===== config.mk =====
export PLATFORM = sky130hd
export DESIGN_NAME = counter_cascade_n
export DESIGN_NICKNAME = d
export VERILOG_FILES = /design/src/rtl/counter_cascade_n.sv
export SDC_FILE = /design/constraint.sdc
export NUM_CORES = 1
export LEC_CHECK = 0
export ABC_AREA = 0
export BUFFER_PORTS_ARGS = -buffer_cell sky130_fd_sc_hd__buf_2
export CAP_MARGIN = 30
export CORE_MARGIN = 2
export CORE_UTILIZATION = 44
export DETAILED_ROUTE_END_ITERATION = 7
export PLACE_DENSITY = 0.76
export SLEW_MARGIN = 25
export SYNTH_ARGS = -nofsm -noshare
export SYNTH_HDL_FRONTEND = slang
export SYNTH_SLANG_ARGS = --single-unit

===== constraint.sdc =====
create_clock -name clk -period 2.85 [get_ports clk]
set_input_delay 0.1425 -clock clk [delete_from_list [all_inputs] [get_ports clk]]
set_output_delay 0.1425 -clock clk [all_outputs]
set_load 0.005 [all_outputs]

===== src/rtl/counter_cascade_n.sv =====
// Cascaded up/down digit counter, binary or decade per digit.
// Single-cycle carry chain, combinational rco, registered wrap pulse.
module counter_cascade_n #(
  parameter int DIGIT_W = 4,
  parameter int DIGITS  = 2,
  parameter int MODULUS = 16
) (
  input  logic                       clk,
  input  logic                       clr,
  input  logic                       sclr_n,
  input  logic                       load_n,
  input  logic [DIGIT_W*DIGITS-1:0]  P,
  input  logic                       enp,
  input  logic                       ent,
  input  logic                       up,
  output logic [DIGIT_W*DIGITS-1:0]  Q,
  output logic                       rco,
  output logic                       wrap
);

  localparam int N = DIGIT_W * DIGITS;
  localparam logic [DIGIT_W-1:0] DMAX =
    DIGIT_W'(MODULUS - 1);

  if (MODULUS < 2 || MODULUS > (1 << DIGIT_W)) begin : g_bad_mod
    $error("counter_cascade_n: MODULUS out of range");
  end

  logic [N-1:0]       q_q;
  logic [N-1:0]       q_d;
  logic [N-1:0]       step;
  logic               wrap_q;
  logic               wrap_d;
  logic               cnt;
  logic               all_t;
  logic [DIGIT_W-1:0] tval;

  assign tval = up ? DMAX : '0;
  assign cnt  = enp & ent;

  // Out-of-range digits never match tval, so they stop the carry.
  always_comb begin
    logic               carry;
    logic [DIGIT_W-1:0] dig;
    logic [DIGIT_W-1:0] nxt;
    carry = cnt;
    all_t = 1'b1;
    step  = q_q;
    dig   = '0;
    nxt   = '0;
    for (int i = 0; i < DIGITS; i++) begin
      dig = q_q[i*DIGIT_W +: DIGIT_W];
      nxt = dig;
      if (carry) begin
        if (up) begin
          nxt = (dig >= DMAX) ? '0 : dig + 1'b1;
        end else begin
          nxt = (dig == '0 || dig > DMAX) ? DMAX
                                          : dig - 1'b1;
        end
      end
      step[i*DIGIT_W +: DIGIT_W] = nxt;
      all_t = all_t & (dig == tval);
      carry = carry & (dig == tval);
    end
  end

  assign rco = ent & all_t;

  always_comb begin
    q_d    = q_q;
    wrap_d = 1'b0;
    if (!sclr_n) begin
      q_d = '0;
    end else if (!load_n) begin
      q_d = P;
    end else if (cnt) begin
      q_d    = step;
      wrap_d = rco;
    end
  end

  always_ff @(posedge clk or posedge clr) begin
    if (clr) begin
      q_q    <= '0;
      wrap_q <= 1'b0;
    end else begin
      q_q    <= q_d;
      wrap_q <= wrap_d;
    end
  end

  assign Q    = q_q;
  assign wrap = wrap_q;

endmodule


==> metrics.md, run 1 <==
| Metric | Value |
|---|---|
| CTS H-Tree Depth | `1` |
| Post-synth EDFFs | `0` |
| Post-CTS Setup Inserts | `0` |
| Synth cell types | `37` |
| Clock Skew | `0.00436 ns` |
| CP required | `2.71 ns` |
| Clk network pwr share | `0.295` |
| Final Hold Viols | `0` |
| Post-synthesis register bit count | `9` |
| Int Pwr | `0.240 mW` |
| Hold-fix buffer count after cts | `1` |
| Core Box Area | `1710 µm²` |
| Drt total wl | `2000 µm` |
| Diodes inserted | `0` |
| Die Y | `46.4 µm` |
| Pin count of the biggest net entering global routing | `18` |
| Rel. slew slack | `0.569` |
| Slowest library cell on the worst path | `o32ai_1` |
| Tmin final | `2.28 ns` |
| Leak | `0.434 nW` |
| First-pass GRT wire length | `3230 µm` |
| Top cells by area, synth | `dfrtp_1 (29%), ha_1 (6.3%), o21ai_0 (4.4%), inv_1 (3.3%), a311oi_1 (3.3%)` |
| ANT nets after route | `0` |
| Drt first-iter violations | `27` |
| Share of layout cells above drive strength 1 | `0.274` |
| Pins over their slew limit | `0` |
| Gpl congestion | `0.869` |
| Post-Synthesis Cells | `97` |
| Ys async rst share | `1.00` |
| Initial antenna violation count | `0` |
| Max-Cap Viols | `0` |
| WS Path Type | `flip-flop to primary output` |
| TritonCTS clock tree | `done` |
| Resized cells post-CTS | `0` |
| Clock Pin Slew Worst Setup and Hold Paths | `0.06 ns` |
| Worst min path class | `input pin to flip-flop` |
| Top FF cell, synth | `dfrtp_1` |
| Root Buffer | `clkbuf_4` |
| Post-synth top cells | `dfrtp_1 (9), inv_1 (7), o21ai_0 (7)` |
| Synth warn | `0` |
| Post-layout nets | `137` |
| Final cell count without fillers | `142` |
| Synthesized area | `790 µm²` |
| Status | `finished clean` |
| Setup violations, final | `0` |
| Crit path capture type | `primary output` |
| Pre-antenna DRT Iters | `4` |
| Crit-path max FO | `10` |
| Die area | `2150 µm²` |
| Logic gate share of total power | `0.276` |
| PwrDens | `382 nW/µm²` |
| Vias in the first global route | `719` |
| CP max stage delay | `0.56 ns` |
| Area share of the leading cell type in the synthesized netlist | `0.285` |
| Worst-Skew Late Latency | `0.27 ns` |
| Max clock buf depth | `2` |
| Worst slew pin tran | `0.644 ns` |
| Util after Layout | `0.551` |
| Unrepaired setup endpoints after global routing | `false` |
| Fill cells | `160` |
| Period utilization | `0.801` |
| TritonCTS Buffers | `3` |
| DP HPWL | `1440 µm` |
| Cell Rows | `15` |
| Flop pwr share | `0.429` |
| Post-route setup TNS | `0 ns` |
| Total grt overflow | `0` |
| Sw Ratio | `0.334` |
| Drc violations | `0` |
| Mean number of vias per cell | `5.86` |
| Total Power | `0.360 mW` |
| I/O Buffers | `24` |
| Syn nets | `116` |
| F_max | `438 MHz` |
| Clock Sinks | `9` |
| Register area share after synthesis | `0.285` |
| Placed cell count | `137` |
| Worst-path cell chain | `or3_4 > o32ai_1 > and3_1 > buf_2` |
| Worst VDD drop | `0.000228 V` |
| I/O pins | `25` |
| Via count | `832` |
| Area grow syn2layout | `19.2%` |
| Initial Util | `0.462` |
| Per-cell routed wire length | `14.1 µm` |
| CP startpoint kind | `flip-flop` |
| Count leader, synth | `dfrtp_1` |
| Post-synthesis average cell area | `8.14 µm²` |
| Post-synth top area cell | `dfrtp_1` |
| Data arrival, critical path | `2.14 ns` |
| Die X | `46.4 µm` |
| GRT Total Usage | `0.220` |
| Sw power | `0.120 mW` |
## area by class of cell
type                    count  area, µm²  area share
well taps                  25       31.3      0.0332
flip-flops and latches      9        225       0.239
repair buffers             25        130       0.138
clock buffers               4       26.3      0.0279
inverters                   7       26.3      0.0279
multi-input cells          72        502       0.533
## state kept, by name (all words and copies together), names as in the netlist
signal and cells:
Q 8, wrap 1
## worst paths after layout
check | startpoint | endpoint | slack [ns] | cells after the start
max reg2reg | Q[0] | Q[6] | 0.79 | 4
min reg2reg | Q[1] | Q[1] | 0.67 | 2
max in group asynchronous | clr | wrap | 2.13 | 3
min in group asynchronous | clr | Q[2] | 0.45 | 3
min | P[0] | Q[0] | 0.13 | 3
max | Q[0] | rco | 0.57 | 4
## cells in the final DEF, fill, tap and decap left out, types with 2 or more instances in the layout
cell type,n
o32ai_1,2
o221ai_1,2
o31ai_1,2
mux2i_1,2
and3_1,3
nand3_1,3
or3b_2,2
buf_2,24
clkbuf_4,3
a31oi_1,4
xnor2_1,2
nor3_1,2
o21ai_0,7
inv_1,7
ha_1,4
o21ba_2,2
nor2b_1,2
a311oi_1,3
dfrtp_1,9
nand2_1,6
nor2_1,5
a21oi_1,5
## critical path, delay by kind of cell (launching register included)
kind,cells,cell delay (ns)
buffers and inverters,1,0.12
AND/OR/NAND/NOR,2,0.72
AO/OA/AOI/OAI,1,0.56
flip-flops,1,0.47
## layer usage
| layer | vias to the layer above | wire [µm] | track usage |
|---|---|---|---|
| met5 | - | 0 | 0 |
| met4 | 0 | 85 | 0.137 |
| met3 | 9 | 110 | 0.0588 |
| met2 | 31 | 927 | 0.314 |
| met1 | 385 | 881 | 0.288 |
| li1 | 407 | - | - |
## power by group through the flow
stage	sequential (mW)	clock, mW	combinational (mW)
floorplan	0.148	0	0.0757
global placement	0.155	0	0.0965
detailed placement	0.156	0	0.0982
CTS	0.154	0.108	0.0996
global route	0.157	0.119	0.113
finish	0.154	0.106	0.0994
## through the flow
step | setup slack [ns] | hold WS [ns] | area [µm²]
after floorplan | 0.871 | -0.0296 | 790
after global placement | 0.846 | 0.122 | 905
after detailed placement | 0.799 | 0.134 | 905
after CTS | 0.580 | 0.130 | 941
after global routing | 0.379 | 0.143 | 941
final | 0.567 | 0.128 | 941
## cells by family after synthesis
| logic type | Yosys count | synth area share |
|---|---|---|
| xor+xnor | 2 | 0.0222 |
| fa+ha+maj | 4 | 0.0634 |
| compound gates | 36 | 0.331 |
| simple gates | 28 | 0.193 |
| mux | 2 | 0.0254 |
| flops | 9 | 0.285 |
| buf+inv | 16 | 0.0793 |
(Power assumes the default switching activity.)
==> inputs of run 2 (changes only) <==
Settings changed: PLACE_DENSITY 0.76 to 0.78.
Clock period 2.85 ns to 2.1 ns, I/O delays scaled along.
==> metrics.md, run 2 (synthesis gave the netlist of run 1 again) <==
| Metric | Value |
|---|---|
| Status | `finished clean` |
| Crit-path max FO | `4` |
| Resized cells post-CTS | `0` |
| Via count | `823` |
| Clock Pin Slew Worst Setup and Hold Paths | `0.06 ns` |
| Die area | `2150 µm²` |
| CTS H-Tree Depth | `1` |
| R2R cell count | `4` |
| Placed cell count | `141` |
| Period utilization | `0.921` |
| Core Box Area | `1710 µm²` |
| Area grow syn2layout | `23.0%` |
| GRT Total Usage | `0.195` |
| ANT nets after route | `0` |
| Clock Sinks | `9` |
| Reg2reg end | `Q[6]` |
| Commonest non-fill, non-tap cells in the layout | `buf_2 (24), dfrtp_1 (9), inv_1 (7), o21ai_0 (7), nand2_1 (6)` |
| Initial Util | `0.462` |
| TritonCTS Buffers | `3` |
| Mean number of vias per cell | `5.64` |
| Sequential cell area | `225 µm²` |
| Crit path capture type | `flip-flop` |
| Post-route setup TNS | `0 ns` |
| Post-layout nets | `141` |
| Root Buffer | `clkbuf_4` |
| Tmin final | `1.93 ns` |
| Drt first-iter violations | `15` |
| Drt total wl | `1920 µm` |
| Hold path cells | `3` |
| Max-Cap Viols | `0` |
| Data arrival, critical path | `2.09 ns` |
| Initial antenna violation count | `0` |
| Cell Rows | `15` |
| Pin count of the biggest net entering global routing | `18` |
| PwrDens | `497 nW/µm²` |
| First-pass GRT wire length | `2950 µm` |
| CP required | `2.26 ns` |
| Max reg flops | `8` |
| Die X | `46.4 µm` |
| Rel. slew slack | `0.766` |
| Setup violations, final | `0` |
| Slowest library cell on the worst path | `or4_1` |
| Share of layout cells above drive strength 1 | `0.298` |
| WS Path Type | `flip-flop to flip-flop` |
| Drc violations | `0` |
| I/O pins | `25` |
| Final cell count without fillers | `146` |
| CP max stage delay | `0.48 ns` |
| Worst-path cell chain | `or3_4 > o32a_1 > or4_1 > a311oi_1` |
| FF-to-FF setup slack | `0.17 ns` |
| Hold-critical path endpoint | `Q[0]` |
| Diodes inserted | `0` |
| I/O Buffers | `24` |
| TritonCTS clock tree | `done` |
| Per-cell routed wire length | `13.2 µm` |
| Pins over their slew limit | `0` |
| Hold-fix buffer count after cts | `1` |
| Final Hold Viols | `0` |
| Post-CTS Setup Inserts | `0` |
| F_max | `517 MHz` |
| Die Y | `46.4 µm` |
| Total grt overflow | `0` |
| Max clock buf depth | `2` |
| Vias in the first global route | `674` |
| Leak | `0.455 nW` |
| Worst-Skew Late Latency | `0.26 ns` |
| Clock Skew | `0.00457 ns` |
| Worst slew pin tran | `0.351 ns` |
| Hold path startpoint | `P[0]` |
| Worst VDD drop | `0.000399 V` |
| Pre-antenna DRT Iters | `5` |
| Leading cell type in the layout, fill and taps excluded | `buf_2` |
| FF-to-FF Start | `Q[0]` |
| Gpl congestion | `0.807` |
| Worst min path class | `input pin to flip-flop` |
| Unrepaired setup endpoints after global routing | `false` |
| Fill cells | `155` |
| CP startpoint kind | `flip-flop` |
| Multi-input logic area | `502 µm²` |
==> run 2: changes by cell type in the layout (fill, tap and decap cells not counted) <==
cell   change
buf_4      +4
==> run 2: area by class of cell <==
| cell class | instances | area share |
|---|---|---|
| multi-input combinational | 72 | 0.517 |
| sequential | 9 | 0.232 |
| tap | 25 | 0.0322 |
| timing repair buffer | 29 | 0.165 |
| clock buffer | 4 | 0.0271 |
| inverter | 7 | 0.0271 |
==> run 2: through the flow <==
step                      setup WS (ns)   util  total power, mW  hold WS, ns  cell area, µm²
after global routing             0.0944  0.568            0.516       0.0893             971
after global placement            0.211  0.547            0.350       0.0659             935
after floorplan                   0.121      -            0.304      -0.0671             790
final                             0.167  0.568            0.482       0.0904             971
after detailed placement          0.189  0.547            0.354       0.0746             935
after CTS                         0.163  0.568            0.486       0.0826             971
==> run 2: how the worst max path moves through the flow <==
stage,startpoint,end,slack [ns],cells after the start
floorplan,Q[0],Q[6],0.12,4
global placement,Q[0],Q[6],0.21,4
detailed placement,Q[0],Q[6],0.19,4
CTS,Q[0],Q[6],0.16,4
global route,Q[0],Q[6],0.09,4
finish,Q[0],Q[6],0.17,4
==> run 2: critical path: cells and delay by family, from the launching register on <==
family           cells  cell delay, ns
flip-flops           1            0.37
AO/OA/AOI/OAI        2            0.59
AND/OR/NAND/NOR      2            0.87
==> run 2: power breakdown <==
group	total [mW]	switching [mW]	leakage (nW)	internal [mW]
sequential	0.203	0.0191	0.118	0.184
combinational	0.150	0.0748	0.321	0.0752
clock	0.129	0.0560	0.0150	0.0729
total	0.482	0.150	0.455	0.332
==> run 2: metal layers <==
metal | vias up | global-route usage | share of wire
met4 | 0 | 0.0629 | 0.0083
met2 | 34 | 0.317 | 0.49
met3 | 2 | 0.0627 | 0.077
li1 | 416 | - | -
met5 | - | 0 | 0
met1 | 371 | 0.242 | 0.42
